==> config.mk <==
export PLATFORM = sky130hd
export DESIGN_NAME = multi_prior_scanner
export DESIGN_NICKNAME = d
export VERILOG_FILES = /design/src/rtl/multi_prior_scanner.sv
export SDC_FILE = /design/constraint.sdc
export NUM_CORES = 1
export LEC_CHECK = 0
export BUFFER_PORTS_ARGS = -buffer_cell sky130_fd_sc_hd__buf_2
export CORE_ASPECT_RATIO = 0.9
export CORE_UTILIZATION = 55
export CTS_CLUSTER_DIAMETER = 40
export DETAILED_ROUTE_END_ITERATION = 10
export GPL_ROUTABILITY_DRIVEN = 1
export PLACE_DENSITY = 0.8
export SYNTH_ARGS = -nofsm -noshare
export SYNTH_HDL_FRONTEND = slang
export SYNTH_SLANG_ARGS = --single-unit
==> constraint.sdc <==
create_clock -name clk -period 5.25 [get_ports clk]
set_clock_uncertainty 0.15 [all_clocks]
set_input_delay 0.525 -clock clk [delete_from_list [all_inputs] [get_ports clk]]
set_output_delay 0.525 -clock clk [all_outputs]
set_load 0.005 [all_outputs]
==> src/rtl/multi_prior_scanner.sv <==
// multi_prior_scanner: captures a request vector through a valid/ready
// handshake and emits the indices of its set bits one beat at a time, in a
// fixed scan direction, up to MAX_OUT beats, with popcount and shortfall flags.
module multi_prior_scanner #(
    parameter int WIDTH     = 16,
    parameter int IDXW      = 4,
    parameter int MAX_OUT   = 2,
    parameter int MSB_FIRST = 1
) (
    input  logic              clk,
    input  logic              rst,
    input  logic              in_valid,
    output logic              in_ready,
    input  logic [WIDTH-1:0]  in_vec,
    output logic              out_valid,
    input  logic              out_ready,
    output logic [IDXW-1:0]   out_idx,
    output logic [IDXW-1:0]   out_rank,
    output logic              out_last,
    output logic              out_none,
    output logic              out_short,
    output logic [IDXW:0]     out_cnt
);

    typedef enum logic {IDLE, EMIT} state_t;

    state_t            state, state_nxt;
    logic [WIDTH-1:0]  work;
    logic [WIDTH-1:0]  work_rest;
    logic [IDXW-1:0]   rank;
    logic [IDXW:0]     cnt;
    logic [IDXW:0]     pop;
    logic [IDXW-1:0]   pos;
    logic [IDXW-1:0]   hit_idx;
    logic              hit_found;

    // Popcount of the incoming vector; at most WIDTH, which always fits IDXW+1 bits.
    always_comb begin
        pop = '0;
        for (int unsigned i = 0; i < WIDTH; i++) begin
            pop = pop + (IDXW+1)'(in_vec[i]);
        end
    end

    // Find-first set bit of the working register in scan direction, and the
    // register contents once that bit is retired.
    always_comb begin
        pos       = '0;
        hit_idx   = '1;
        hit_found = 1'b0;
        for (int unsigned k = 0; k < WIDTH; k++) begin
            pos = (MSB_FIRST != 0) ? IDXW'(WIDTH - 1 - k) : IDXW'(k);
            if (!hit_found && work[pos]) begin
                hit_found = 1'b1;
                hit_idx   = pos;
            end
        end
        work_rest = work;
        if (hit_found) begin
            work_rest[hit_idx] = 1'b0;
        end
    end

    // State register.
    always_ff @(posedge clk) begin
        if (rst) begin
            state <= IDLE;
        end else begin
            state <= state_nxt;
        end
    end

    // Next-state and output decode; outputs depend only on registered state,
    // so they hold steady while the consumer stalls.
    always_comb begin
        state_nxt = state;
        in_ready  = 1'b0;
        out_valid = 1'b0;
        out_idx   = '1;
        out_rank  = '0;
        out_last  = 1'b0;
        out_none  = 1'b0;
        out_short = 1'b0;
        out_cnt   = '0;
        case (state)
            IDLE: begin
                in_ready = 1'b1;
                if (in_valid) begin
                    state_nxt = EMIT;
                end
            end
            EMIT: begin
                out_valid = 1'b1;
                out_idx   = hit_idx;
                out_rank  = rank;
                out_last  = (work_rest == '0) || (rank == IDXW'(MAX_OUT - 1));
                out_none  = (cnt == '0);
                out_short = out_last && (cnt < (IDXW+1)'(MAX_OUT));
                out_cnt   = cnt;
                if (out_ready && out_last) begin
                    state_nxt = IDLE;
                end
            end
            default: state_nxt = IDLE;
        endcase
    end

    // Working register, beat counter and captured popcount.
    always_ff @(posedge clk) begin
        if (rst) begin
            work <= '0;
            rank <= '0;
            cnt  <= '0;
        end else if (state == IDLE && in_valid) begin
            work <= in_vec;
            rank <= '0;
            cnt  <= pop;
        end else if (state == EMIT && out_ready) begin
            work <= work_rest;
            rank <= rank + 1'b1;
        end
    end

endmodule

==> results.md <==
- Yosys cell types: 46
- Most area-hungry cell type in the Yosys netlist: dfxtp_1
- GRT Util Overall: 25.2%
- Cells after synthesis: 237
- Starting density of the core: 60.4%
- Mux cell area share after synthesis: 0%
- Largest net degree at the start of global routing: 27
- Crit-path slowest cell: fa_1
- Core box area: 3190 um^2
- WL final: 4130 um
- CP top delay family: adder cells
- Final setup vio count: 0
- Grt peak-use layer: met2
- Layout cell share with drive strength beyond 1: 19.8%
- Rows: 19
- XOR/XNOR share of the synthesized area: 1.82%
- Placer Congestion: 0.861
- WS Path Type: in2reg
- CP required: 5.25 ns
- Die area: 3740 um^2
- Tot Pwr: 0.000685 W
- Post-CTS Setup Inserts: 0
- CP cell instances: buf_2 > fa_1 > inv_1 > fa_1 > inv_1 > fa_1 > inv_1 > fa_1 > inv_1 > ha_1 > inv_1 > fa_1 > nor2b_1 > nor2_1 > o21ai_1 > a21oi_1
- Root Driver: clkbuf_8
- IO Count: 38
- Global route overflow: 0
- Ranking of synthesized cells by area: dfxtp_1 (27%), fa_1 (10%), a21oi_1 (7.0%)
- Vias per cell: 5.80
- Antenna Violating Nets Remaining: 0
- Total number of vias: 1763
- Vias in the first global route: 1554
- GRT met2 Usage: 38.0%
- Tcrit/Tclk final: 71.0%
- Max clock buf depth: 2
- 1st-pass router iterations: 4
- Pwr dens: 318 nW/um^2
- Die Y: 58.1 um
- Final setup TNS: 0 ns
- EDFF count, synth: 0
- Antenna diode count: 0
- Clk slew on worst S/H paths: 0.09 ns
- Outcome: finished clean
- Slew headroom: 54.5%
- RSZ-0062 raised after global routing: false
- GR Util met3: 4.53%
- R2R Path End: state
- Worst R2R Setup Slack: 2.81 ns
- Worst path max stage delay: 0.53 ns
- Post_cts resized: 0
- Avg Synthesized Cell Area: 8.11 um^2
- Hold EP: cnt[3]
- Type of the tightest min-delay check: reg2reg
- GRT met1 Usage: 37.9%
- MaxCap Viol Count: 0
- Simple-Gate Fraction of Synth Area: 27.1%
- Clock buffer count from CTS: 3
- Nets: 300
- Port bufs: 37
- Worst Path Buf+Inv: 6
- Initial antenna violation count: 0
- Least-Margin Pin Slew: 0.681 ns
- #FFs+latches synth: 26
- Yosys top cell area share: 27.1%
- Period minus WS final: 3.73 ns
- CTS H-Tree Depth: 1
- Die X: 64.3 um
- Fmax: 268 MHz
- Syn Nets: 274
- Hold_buf cts: 0
- Hold path start: cnt[3]
- Post-synth ARST share: 0%
- DR DRC count: 0
- Reg-to-reg startpoint: work[8]
- Synth Area in Adders: 15.5%
- Hold Path Depth: 2
- Worst skew pair latency: 0.27 ns
- Clock Sinks: 26
- Share of the yosys chip area belonging to registers: 27.1%
- Leak pwr: 0.903 nW
- Arrival time worst endpoint: 3.73 ns
- First-pass GRT wire length: 7330 um
- Max Slew Vio Count: 0
- Ys Warns: 0
- Area growth from synthesis to layout: 12.0%
- Peak VDD IR: 0.000218 V
- Setup crit end kind: flop
- 1st-iter DRT viols: 162
- Routed len/inst: 13.6 um
- Final-report hold violation count: 0
- Post-synthesis compound-gate area fraction: 20.8%
- CTS tree: done
- Post-DP HPWL: 3190 um
- Post-Syn Area: 1920 um^2
- R2R depth: 6
- Startpoint types: input pin
- Ys flop type: dfxtp_1
- Dominant combinational cell family by area after synthesis: simple AND/OR/NAND/NOR gates
- CP max FO: 2
## synthesized netlist by cell type (5+ instances only)
cell type,count
a21oi_1,27
clkbuf_1,10
nand3_1,9
nand2_1,30
o21ai_1,5
a211oi_1,5
nor2_1,14
dfxtp_1,26
and2_1,9
fa_1,10
nor3_1,6
o211ai_1,8
ha_1,7
inv_1,16
## sequential cells by signal, indices dropped and copies added, names as in the netlist
| register | flops |
|---|---|
| state | 1 |
| rank | 4 |
| work | 16 |
| cnt | 5 |
## worst min-delay path: cells and delay by family, from the launching register on
family             cells  cell delay [ns]
DFF                    1             0.33
AOI/OAI and AO/OA      1             0.05
and+or+nand+nor        1             0.05
## worst max-delay path by stage
| stage | to | start | cells past startpoint | slack, ns |
|---|---|---|---|---|
| after floorplan | cnt[2] | in_vec[11] | 15 | 1.51 |
| after global placement | cnt[2] | in_vec[11] | 16 | 1.30 |
| after detailed placement | cnt[2] | in_vec[11] | 16 | 1.24 |
| after CTS | cnt[2] | in_vec[11] | 16 | 1.53 |
| after global routing | cnt[2] | in_vec[11] | 16 | 1.35 |
| final | cnt[2] | in_vec[11] | 16 | 1.52 |
## metrics by stage
| step | hold slack (ns) | instance area, um^2 | setup slack (ns) | instances | utilization [%] |
|---|---|---|---|---|---|
| 2_1_floorplan | 0.290 | 1920 | 1.51 | 237 | - |
| 3_3_place_gp | 0.301 | 2080 | 1.30 | 300 | 65.4 |
| 3_5_place_dp | 0.312 | 2080 | 1.24 | 300 | 65.4 |
| 4_1_cts | 0.324 | 2150 | 1.53 | 304 | 67.6 |
| 5_1_grt | 0.338 | 2150 | 1.35 | 304 | 67.6 |
| 6_report | 0.320 | 2150 | 1.52 | 304 | 67.6 |
## cell usage in the layout, fill, tap and decap left out, drive strengths merged, types with 2 or more instances in the layout
| cell type | netlist | final |
|---|---|---|
| a2111oi | 3 | 3 |
| a211oi | 5 | 5 |
| a21oi | 27 | 27 |
| and2 | 9 | 9 |
| buf | 7 | 38 |
| clkbuf | 10 | 3 |
| dfxtp | 26 | 26 |
| fa | 10 | 10 |
| ha | 7 | 7 |
| inv | 17 | 17 |
| nand2 | 30 | 30 |
| nand3 | 10 | 10 |
| nand4 | 2 | 2 |
| nor2 | 14 | 14 |
| nor2b | 4 | 4 |
| nor3 | 8 | 8 |
| nor3b | 4 | 4 |
| nor4 | 8 | 8 |
| o211ai | 8 | 8 |
| o21ai | 7 | 7 |
| o311ai | 3 | 3 |
| or4 | 2 | 2 |
| xnor2 | 2 | 2 |
| xor2 | 2 | 2 |
## kinds of logic (layout without fill, tap and decap cells)
kind of cell	Yosys count	in the layout
xor gates and xnor gates	4	4
and+or+nand+nor	93	93
buffers and inverters	34	59
adders and majority gates	18	18
DFF	26	26
AOI/OAI and AO/OA	62	62
## layer usage
| metal | vias to the layer above | share of wire, % |
|---|---|---|
| li1 | 893 | - |
| met1 | 820 | 50 |
| met2 | 48 | 44 |
| met3 | 2 | 4.9 |
| met4 | 0 | 0.65 |
| met5 | - | 0 |
## power by group
| group | switching [W] | internal, W |
|---|---|---|
| Sequential | 0.0000295 | 0.000217 |
| Combinational | 0.000149 | 0.000126 |
| Clock | 0.0000623 | 0.000102 |
| Total | 0.000240 | 0.000444 |
## layout make-up
type / count / area [um^2]
Sequential cell: 26 / 520
Clock buffer: 3 / 41.3
Fill cell: 286 / 1030
Clock inverter: 1 / 30.0
Inverter: 17 / 63.8
Tap cell: 42 / 52.6
Multi-Input combinational cell: 177 / 1250
Timing Repair Buffer: 38 / 193
(Power assumes the default switching activity.)
